<file path="config.mk">
export PLATFORM = sky130hd
export DESIGN_NAME = dm_access_ctrl
export DESIGN_NICKNAME = d
export VERILOG_FILES = /design/src/rtl/dm_access_ctrl.sv
export SDC_FILE = /design/constraint.sdc
export NUM_CORES = 1
export LEC_CHECK = 0
export ABC_AREA = 1
export CORE_ASPECT_RATIO = 0.6
export CORE_MARGIN = 2
export CORE_UTILIZATION = 48
export CTS_CLUSTER_SIZE = 12
export DETAILED_ROUTE_END_ITERATION = 7
export GPL_TIMING_DRIVEN = 0
export MAX_ROUTING_LAYER = met4
export PLACE_DENSITY = 0.92
export SYNTH_ARGS = -nofsm -noshare
export SYNTH_HDL_FRONTEND = slang
export SYNTH_SLANG_ARGS = --single-unit
</file>
<file path="constraint.sdc">
create_clock -name clk_dm -period 3.24 [get_ports clk_dm]
set_input_delay 0.648 -clock clk_dm [delete_from_list [all_inputs] [get_ports clk_dm]]
set_output_delay 0.648 -clock clk_dm [all_outputs]
set_load 0.1 [all_outputs]
</file>
<file path="src/rtl/dm_access_ctrl.sv">
`default_nettype none
// ============================================================================
// Module      : dm_access_ctrl
// Description : Load/store controller for the 64x32 data memory. It performs
//               read-modify-write for sub-word stores and lane extraction
//               with sign or zero extension for loads.
// Revision    : 1.0 - initial release
// ============================================================================
module dm_access_ctrl #(
    parameter int ADDR_W = 8,
    parameter int DATA_W = 32
) (
    input  logic              clk_dm,
    input  logic              rst,
    input  logic              req_valid,
    output logic              req_ready,
    input  logic              req_we,
    input  logic [1:0]        req_size,
    input  logic              req_unsigned,
    input  logic [ADDR_W-1:0] req_addr,
    input  logic [DATA_W-1:0] req_wdata,
    output logic              rsp_valid,
    output logic [DATA_W-1:0] rsp_rdata,
    output logic              rsp_err,
    output logic [ADDR_W-3:0] DM_Addr,
    output logic              Mem_Write,
    output logic [DATA_W-1:0] M_W_Data,
    input  logic [DATA_W-1:0] M_R_Data
);

    localparam logic [1:0] c_SIZE_B = 2'b00;
    localparam logic [1:0] c_SIZE_H = 2'b01;
    localparam logic [1:0] c_SIZE_W = 2'b10;

    typedef enum logic [1:0] {
        S_IDLE   = 2'd0,
        S_ACCESS = 2'd1,
        S_RESP   = 2'd2
    } state_t;

    state_t             r_state;
    logic               r_we;
    logic [1:0]         r_size;
    logic               r_unsigned;
    logic [ADDR_W-1:0]  r_addr;
    logic [DATA_W-1:0]  r_wdata;
    logic [DATA_W-1:0]  r_rdata;
    logic               r_err;

    logic               w_illegal;
    logic [7:0]         w_byte;
    logic [15:0]        w_half;
    logic [DATA_W-1:0]  w_load;
    logic [DATA_W-1:0]  w_merge;

    always_comb begin
        w_illegal = 1'b0;
        case (req_size)
            c_SIZE_B: w_illegal = 1'b0;
            c_SIZE_H: w_illegal = req_addr[0];
            c_SIZE_W: w_illegal = (req_addr[1:0] != 2'b00);
            default:  w_illegal = 1'b1;
        endcase
    end

    always_comb begin
        w_byte = M_R_Data[7:0];
        case (r_addr[1:0])
            2'd0:    w_byte = M_R_Data[7:0];
            2'd1:    w_byte = M_R_Data[15:8];
            2'd2:    w_byte = M_R_Data[23:16];
            default: w_byte = M_R_Data[31:24];
        endcase
        w_half = r_addr[1] ? M_R_Data[31:16] : M_R_Data[15:0];
    end

    always_comb begin
        w_load = M_R_Data;
        case (r_size)
            c_SIZE_B: w_load = r_unsigned ? {{(DATA_W-8){1'b0}}, w_byte}
                                          : {{(DATA_W-8){w_byte[7]}}, w_byte};
            c_SIZE_H: w_load = r_unsigned ? {{(DATA_W-16){1'b0}}, w_half}
                                          : {{(DATA_W-16){w_half[15]}}, w_half};
            default:  w_load = M_R_Data;
        endcase
    end

    // Sub-word stores overwrite only the addressed lane of the current word.
    always_comb begin
        w_merge = M_R_Data;
        case (r_size)
            c_SIZE_B: begin
                case (r_addr[1:0])
                    2'd0:    w_merge[7:0]   = r_wdata[7:0];
                    2'd1:    w_merge[15:8]  = r_wdata[7:0];
                    2'd2:    w_merge[23:16] = r_wdata[7:0];
                    default: w_merge[31:24] = r_wdata[7:0];
                endcase
            end
            c_SIZE_H: begin
                if (r_addr[1]) w_merge[31:16] = r_wdata[15:0];
                else           w_merge[15:0]  = r_wdata[15:0];
            end
            default: w_merge = r_wdata;
        endcase
    end

    always_ff @(posedge clk_dm or posedge rst) begin
        if (rst) begin
            r_state    <= S_IDLE;
            r_we       <= 1'b0;
            r_size     <= 2'b00;
            r_unsigned <= 1'b0;
            r_addr     <= '0;
            r_wdata    <= '0;
            r_rdata    <= '0;
            r_err      <= 1'b0;
        end else begin
            case (r_state)
                S_IDLE: begin
                    if (req_valid) begin
                        r_we       <= req_we;
                        r_size     <= req_size;
                        r_unsigned <= req_unsigned;
                        r_addr     <= req_addr;
                        r_wdata    <= req_wdata;
                        if (w_illegal) begin
                            r_err   <= 1'b1;
                            r_rdata <= '0;
                            r_state <= S_RESP;
                        end else begin
                            r_state <= S_ACCESS;
                        end
                    end
                end
                S_ACCESS: begin
                    r_err   <= 1'b0;
                    r_rdata <= r_we ? '0 : w_load;
                    r_state <= S_RESP;
                end
                S_RESP:  r_state <= S_IDLE;
                default: r_state <= S_IDLE;
            endcase
        end
    end

    // The memory writes every edge, so outside a store we echo its read data.
    assign req_ready = (r_state == S_IDLE);
    assign rsp_valid = (r_state == S_RESP);
    assign rsp_rdata = r_rdata;
    assign rsp_err   = r_err;
    assign DM_Addr   = r_addr[ADDR_W-1:2];
    assign Mem_Write = (r_state == S_ACCESS) && r_we;
    assign M_W_Data  = Mem_Write ? w_merge : M_R_Data;

endmodule
`default_nettype wire

</file>
* After elaboration in Yosys (flattened, before gate mapping)
Index checks and enable logic that the tools add are counted.
** Word-level totals
- Bits in registers :: 79
- Bits of input ports :: 79
- Output and inout port bits :: 74
- Word-level logic and storage cells :: 51
** Cells by class
- Equal/unequal tests :: 9
- Multiplexer cells :: 24
- Reductions and logical operators :: 10
** Operator list (count)
- $mux W32 :: 6
- $pmux W32 S2 :: 3
- $mux W16 :: 3
- $mux W8 :: 4
- $pmux W8 S3 :: 1
- $eq A2 B1 Y1 const B :: 4
- $logic_not A2 Y1 :: 4
- $eq A2 B2 Y1 const B :: 3
- $mux W2 :: 2
- $pmux W2 S2 :: 1
- $reduce_bool A2 Y1 :: 2
- $pmux W1 S3 :: 1
- $reduce_and A3 Y1 :: 1
- $reduce_or A3 Y1 :: 1
- $mux W1 :: 2
- $ne A2 B1 Y1 const B :: 1
- $ne A2 B2 Y1 const B :: 1
- $pmux W1 S2 :: 1
- $reduce_and A2 Y1 :: 1
- $logic_and A1 B1 Y1 :: 1

* Logic depth before layout (Yosys ltp)
Gate-level depths: netlist (run 1).
- Depth in word-level cells :: 6
- Depth in mapped cells :: 11

* Worst setup path before layout (run 1)
OpenSTA, ideal clock, no wires.
- Path type :: register -> output
- Start :: register r_state[0]
- End :: output port M_W_Data[30]
- Data arrival time :: 3.143 ns
- Required time :: 2.592 ns
- Setup slack :: -0.551 ns
- Cell stages (with the launch flop) :: 5
- Path buffers :: 1
- Path through :: dfrtp_1 -> nand2_1 -> nor2_2 -> buf_2 -> o21ai_0
** Between the ends
- Word-level cells in the longest chain between the ends :: 3
** RTL lines
- start: declaration :: RTL line 41 : state_t r_state;
- start signal: assignment :: RTL line 110 : r_state <= S_IDLE;
- start signal: assignment :: RTL line 130 : r_state <= S_RESP;
- start signal: assignment :: RTL line 132 : r_state <= S_ACCESS;
- $eq A2 B1 Y1 :: RTL line 153 : assign Mem_Write = (r_state == S_ACCESS) && r_we;
- $logic_and A1 B1 Y1 :: RTL line 153
- named net Mem_Write :: RTL line 26 : output logic Mem_Write,
- $mux W32 :: RTL line 154 : assign M_W_Data = Mem_Write ? w_merge : M_R_Data;
- end: declaration :: RTL line 27 : output logic [DATA_W-1:0] M_W_Data,
The timed path passes the listed nets, and every way through them passes these cells.

* Final worst setup path (run 1)
- Start :: register r_addr[1]
- End :: output port M_W_Data[27]
** Between the ends
- Word-level cells in the longest chain between the ends :: 5
- Elaborated cells between the ends (all ways) :: 8
- Classes of those cells :: eq/ne: 2; mux: 4; reduce/logical: 2
** RTL lines
- start: declaration :: RTL line 45 : logic [ADDR_W-1:0] r_addr;
- start signal: assignment :: RTL line 125 : r_addr <= req_addr;
- $eq A2 B2 Y1 (tied with other cells) :: RTL line 93 : case (r_addr[1:0])
- $reduce_or A3 Y1 (no source line)
- $mux W8 :: RTL line 93
- $pmux W32 S2 (*) :: RTL line 91 : case (r_size)
- $mux W32 (*) :: RTL line 154
Mark *: on every way between the ends. The rest lies on a longest branch, timed or not.

==> impl_metrics.json, run 1 <==
{
  "hold_violations": 0,
  "area_delta_synth_final_pct": 39.16,
  "synth.area.top_cells": "dfrtp_1 39%, nand2_1 13%, nand3_1 6.5%",
  "dr.pass1.iters": 5,
  "leakage_nw": 3.478,
  "synth_edf_count": 0,
  "slew_viol_final": 0,
  "post-route-drc-count": 0,
  "avgSynthCellArea_um2": 7.273,
  "syn_inst": 699,
  "portBuffers": 152,
  "fin_area_mm2": 0.007074,
  "place_area_mm2": 0.006802,
  "netlist_area_mm2": 0.005084,
  "synth.distinct_cells": 32,
  "numCtsBuffers": 9,
  "required_ps": 2590,
  "layout.nets": 942,
  "ys_warn_count": 0,
  "yosys-top-cells-count": "173 x nand2_1, 79 x dfrtp_1, 74 x inv_1",
  "ys_ff_latch": 79,
  "grtUsageTotal_pct": 35.89,
  "core_mm2": 0.01045,
  "cp_data_arrival_time_ps": 2570,
  "ios": 153,
  "ctsResizeCount": 92,
  "setup.worst_path.class": "flip-flop to output port",
  "gp_congestion": 1.024,
  "wire_per_inst_um": 19.27,
  "powerDensity_mw_per_mm2": 662.0,
  "dieArea_mm2": 0.01146,
  "synth_top_area_share_pct": 38.89,
  "status": "completed",
  "vias": 5679,
  "worstPathCellList": "buf_2 -> inv_4 -> clkbuf_1 -> o21ai_0 -> nand3_1 -> nand2_1 -> inv_1 -> clkdlybuf4s15_2",
  "cts_buffer_depth": 2,
  "yosysSeqAreaShare_pct": 38.89,
  "cpMaxStageDelayCell": "clkdlybuf4s15_2",
  "clock_skew_ps": 5.073,
  "cts_setup_buffers": 0,
  "period_needed_ps": 3218,
  "power.share.switching_pct": 49.91,
  "crit_path_start_kind": "flip-flop",
  "cp_max_fo": 10,
  "n_fill_cell": 884,
  "core.rowCount": 29,
  "critPathMaxStageDelay_ps": 550,
  "synth-async-reset-ratio_pct": 100.0,
  "place_hpwl_um": 15150,
  "clkLatencyLatePin_ps": 340,
  "hold_buffers": 0,
  "max-vdd-ir-drop_v": 0.0004386,
  "clock_sinks": 79,
  "synth_top_area_cell": "dfrtp_1",
  "power.switching_w": 0.002337,
  "n_antenna_cell": 0,
  "cts_root_buffer": "clkbuf_16",
  "via_per_inst": 5.640,
  "multiInputGateArea_mm2": 0.002530,
  "die_w_um": 136.9,
  "grt_pass1_vias": 5489,
  "cts_htree_levels": 3,
  "cp-startpoint": "r_addr[1]",
  "hold_class": "flip-flop to flip-flop",
  "r2r_start": "r_addr[1]",
  "pwr-share-comb_pct": 51.6,
  "yosys_most_used_dff": "dfrtp_1",
  "hold_start": "r_addr[6]",
  "cp-end-kind": "output port",
  "maxCapViolCount": 0,
  "rsz0062_at_grt": "false",
  "ff_latch_area_mm2": 0.001977,
  "clockPowerShare_pct": 20.4,
  "drive_gt1_share_pct": 14.86,
  "start_util_pct": 48.65,
  "p_int_w": 0.002346,
  "pwr-share-seq_pct": 28.1,
  "yosysMostFrequentCell": "nand2_1",
  "tightest_slew_ps": 991.4,
  "setup_viol": 0,
  "ant_nets": 0,
  "synthesis.nets": 778,
  "path_clk_slew_ps": 60,
  "grt_first_pass_wirelength_um": 30020,
  "cts_tree": "yes",
  "antenna_found_initial": 0,
  "die_h_um": 83.72,
  "fmax_mhz": 310.7,
  "maxSlewHeadroom_pct": 33.70,
  "drt_iter0_drc": 814,
  "grt_max_degree": 44,
  "drt_wl_total_um": 19400,
  "overflow": 0,
  "post-route-util_pct": 67.70,
  "post-route-period-util_pct": 99.34
}
-- layout make-up --
type	instances	share of cell area, %
Multi-Input combinational cell	491	35.76
Sequential cell	79	27.94
Timing Repair Buffer	153	21.74
Inverter	81	4.404
Buffer	48	3.785
Clock buffer	11	3.431
Tap cell	139	2.458
Clock inverter	5	0.4775
-- stage by stage --
stage | TNS (ps) | power [W] | setup WS [ps] | cells | hold WS, ps
finish | 0 | 0.004683 | 21.54 | 1007 | 502.3
global route | 0 | 0.004880 | 0.4146 | 1007 | 511.8
CTS | 0 | 0.004655 | 2.730 | 1007 | 499.5
detailed placement | -4427 | 0.003713 | -376.2 | 991 | 485.7
global placement | -58230 | 0.003680 | -688.2 | 990 | 475.0
floorplan | -1605 | 0.003026 | -401.2 | 699 | 464.5
-- worst max-delay path: cells and delay by family (launching register included) --
kind            cells  cell delay (ps)
buf+inv             5             1480
flops               1              360
compound gates      1              210
simple gates        2              180
-- worst paths after layout --
path / to / slack, ps / depth (start not counted)
max in group asynchronous: rsp_rdata[13] / 1950 / 3
max: M_W_Data[27] / 20 / 8
min reg2reg: r_addr[6] / 500 / 1
min in group asynchronous: r_addr[7] / 680 / 2
min: r_addr[6] / 500 / 1
max reg2reg: rsp_rdata[4] / 1430 / 8
-- layout by cell type, fill, tap and decap left out, types with 3 or more instances in the layout --
master	synthesis	routed
o21ai_0	45	44
inv_1	74	73
clkdlybuf4s15_2	0	22
clkbuf_16	0	9
nand4_1	5	5
o211ai_1	20	20
a21oi_1	65	65
nand2_1	173	173
inv_2	5	5
clkbuf_1	15	16
mux2_1	17	17
nand2_2	22	22
inv_4	2	3
dfrtp_1	79	79
buf_4	7	7
clkbuf_2	0	4
buf_2	22	24
nand3_1	66	66
o21ai_1	17	18
mux2_2	11	11
nor2_1	36	36
clkdlybuf4s18_2	0	4
clkdlybuf4s50_1	0	119
-- metal layers --
layer | GRT usage [%] | up-vias | wire, um
met5 | - | - | 0
met4 | 8.529 | 0 | 319
met3 | 10.26 | 33 | 2412
met2 | 49.64 | 380 | 8033
met1 | 51.91 | 2648 | 8637
li1 | - | 2618 | -
-- registers in the layout (all words and copies together) (netlist names) --
signal,cells
r_addr,8
r_size,2
r_state,2
r_unsigned,1
r_wdata,32
r_we,1
rsp_err,1
rsp_rdata,32
-- cell families (layout without fill, tap and decap cells) --
logic type	Yosys count	after routing	synth area share, %
DFF	79	79	38.89
muxes	28	28	6.202
buffers and inverters	129	298	11.35
AOI/OAI and AO/OA	151	151	16.00
and+or+nand+nor	312	312	27.57
-- power by group through the flow --
stage          logic (W)  clock network [W]  registers, W
2_1_floorplan    0.00134                  0       0.00168
3_5_place_dp     0.00239                  0       0.00132
6_report         0.00241           0.000954       0.00131
3_3_place_gp     0.00236                  0       0.00132
4_1_cts          0.00238           0.000964       0.00131
5_1_grt          0.00254            0.00101       0.00133
No activity file was read; power rests on OpenSTA's default activity.
==> run 2: changes to the inputs <==
CORE_MARGIN = 1   (was 2)
==> impl_metrics.json, run 2 (synthesis gave the netlist of run 1 again) <==
{
  "status": "completed",
  "via_per_inst": 5.654,
  "die_h_um": 81.72,
  "antenna_found_initial": 0,
  "maxSlewHeadroom_pct": 32.96,
  "cts_htree_levels": 3,
  "layout.nets": 942,
  "required_ps": 2590,
  "overflow": 0,
  "crit_path_start_kind": "flip-flop",
  "mostFrequentLayoutCell": "nand2_1",
  "post-route-period-util_pct": 98.90,
  "cp_data_arrival_time_ps": 2560,
  "setup_viol": 0,
  "start_util_pct": 50.38,
  "pre_cts_slack_ps": -350.3,
  "layout_common_cells": "173 x nand2_1, 119 x clkdlybuf4s50_1, 79 x dfrtp_1, 73 x inv_1, 66 x nand3_1",
  "reg2reg_depth": 8,
  "dr.pass1.iters": 5,
  "vias": 5671,
  "max-vdd-ir-drop_v": 0.0004363,
  "tightest_slew_ps": 1002,
  "drt_wl_total_um": 19130,
  "fmax_mhz": 312.1,
  "setup.worst_path.class": "flip-flop to output port",
  "drive_gt1_share_pct": 14.98,
  "slew_viol_final": 0,
  "cp-end-kind": "output port",
  "clock_skew_ps": 9.729,
  "setup_slack_ps": 35.51,
  "area_delta_synth_final_pct": 39.13,
  "cts_root_buffer": "clkbuf_16",
  "core_mm2": 0.01009,
  "rsz0062_at_grt": "false",
  "tns_ps": 0,
  "total_power_w": 0.004686,
  "hold_violations": 0,
  "cts_setup_buffers": 0,
  "numCtsBuffers": 9,
  "grt_pass1_vias": 5455,
  "ctsResizeCount": 94,
  "dieArea_mm2": 0.01102,
  "maxCapViolCount": 0,
  "core.rowCount": 28,
  "cts_buffer_depth": 2,
  "ant_nets": 0,
  "period_needed_ps": 3204,
  "path_clk_slew_ps": 70,
  "grt_max_degree": 46,
  "hold_buffers": 0,
  "cts_tree": "yes",
  "clock_sinks": 79,
  "n_antenna_cell": 0,
  "powerDensity_mw_per_mm2": 662.5,
  "wire_per_inst_um": 19.08,
  "portBuffers": 152,
  "grt_first_pass_wirelength_um": 29580,
  "gp_congestion": 1.008,
  "place_hpwl_um": 14810,
  "hold_class": "flip-flop to flip-flop",
  "cp_max_fo": 10,
  "grtUsageTotal_pct": 37.78,
  "ios": 153,
  "die_w_um": 134.9,
  "leakage_nw": 3.476,
  "post-route-util_pct": 70.10,
  "drt_iter0_drc": 821,
  "hold_path_depth": 2,
  "clkLatencyLatePin_ps": 350,
  "post-route-drc-count": 0
}
## run 2: changes by cell type in the layout (fill, tap and decap cells not counted), sizes merged
cell           change
buf                -1
clkbuf             -1
clkdlybuf4s18      +1
clkinv             -1
clkinvlp           +1
inv                +1
## run 2: worst max-delay path, stage by stage (launching register included)
cell	delay, ps
dfrtp_1	380
buf_6	150
nor2_4	330
nand2_4	180
nand3_2	220
buf_4	220
o21ai_1	100
inv_1	70
clkdlybuf4s15_2	550
## run 2: layer usage
metal,track usage (%),up-vias,part of all wire (%)
li1,-,2619,-
met1,52.33,2637,44
met2,54.59,379,41
met3,11.17,36,14
met4,7.865,0,1.4
met5,-,-,0
## run 2: through the flow
stage	hold slack, ps	cells	area (um^2)
floorplan	464.5	699	5084
global placement	475.6	986	6774
detailed placement	483.5	987	6797
CTS	498.4	1003	7103
global route	512.4	1003	7073
finish	499.6	1003	7073
## run 2: worst paths after layout
check	start	to	slack, ps
worst max-delay path	r_size[1]	M_W_Data[3]	40
worst min-delay path	rsp_rdata[0]	rsp_rdata[0]	500
worst max register to register	r_size[0]	rsp_rdata[16]	1580
worst min register to register	rsp_rdata[0]	rsp_rdata[0]	500
max in group asynchronous	rst	rsp_rdata[20]	1960
min in group asynchronous	rst	r_wdata[18]	670
## run 2: layout make-up
type                    instances  area [um^2]
fillers                       850         3017
multi-input cells             491         2530
flip-flops and latches         79         1977
repair buffers                153         1543
inverters                      81        311.5
plain buffers                  48        269.0
clock buffers                  10        229.0
well taps                     135        168.9
clock inverters                 6        45.04
## run 2: power breakdown
group | switching (W) | internal, W
Combinational | 0.00177 | 0.000640
Clock | 0.000435 | 0.000522
Sequential | 0.000150 | 0.00117
==> run 3: changes to the inputs <==
CTS_CLUSTER_DIAMETER = 50   (was default)
==> results of run 3 <==
Final layout, timing and power as in run 2 (identical DEF).
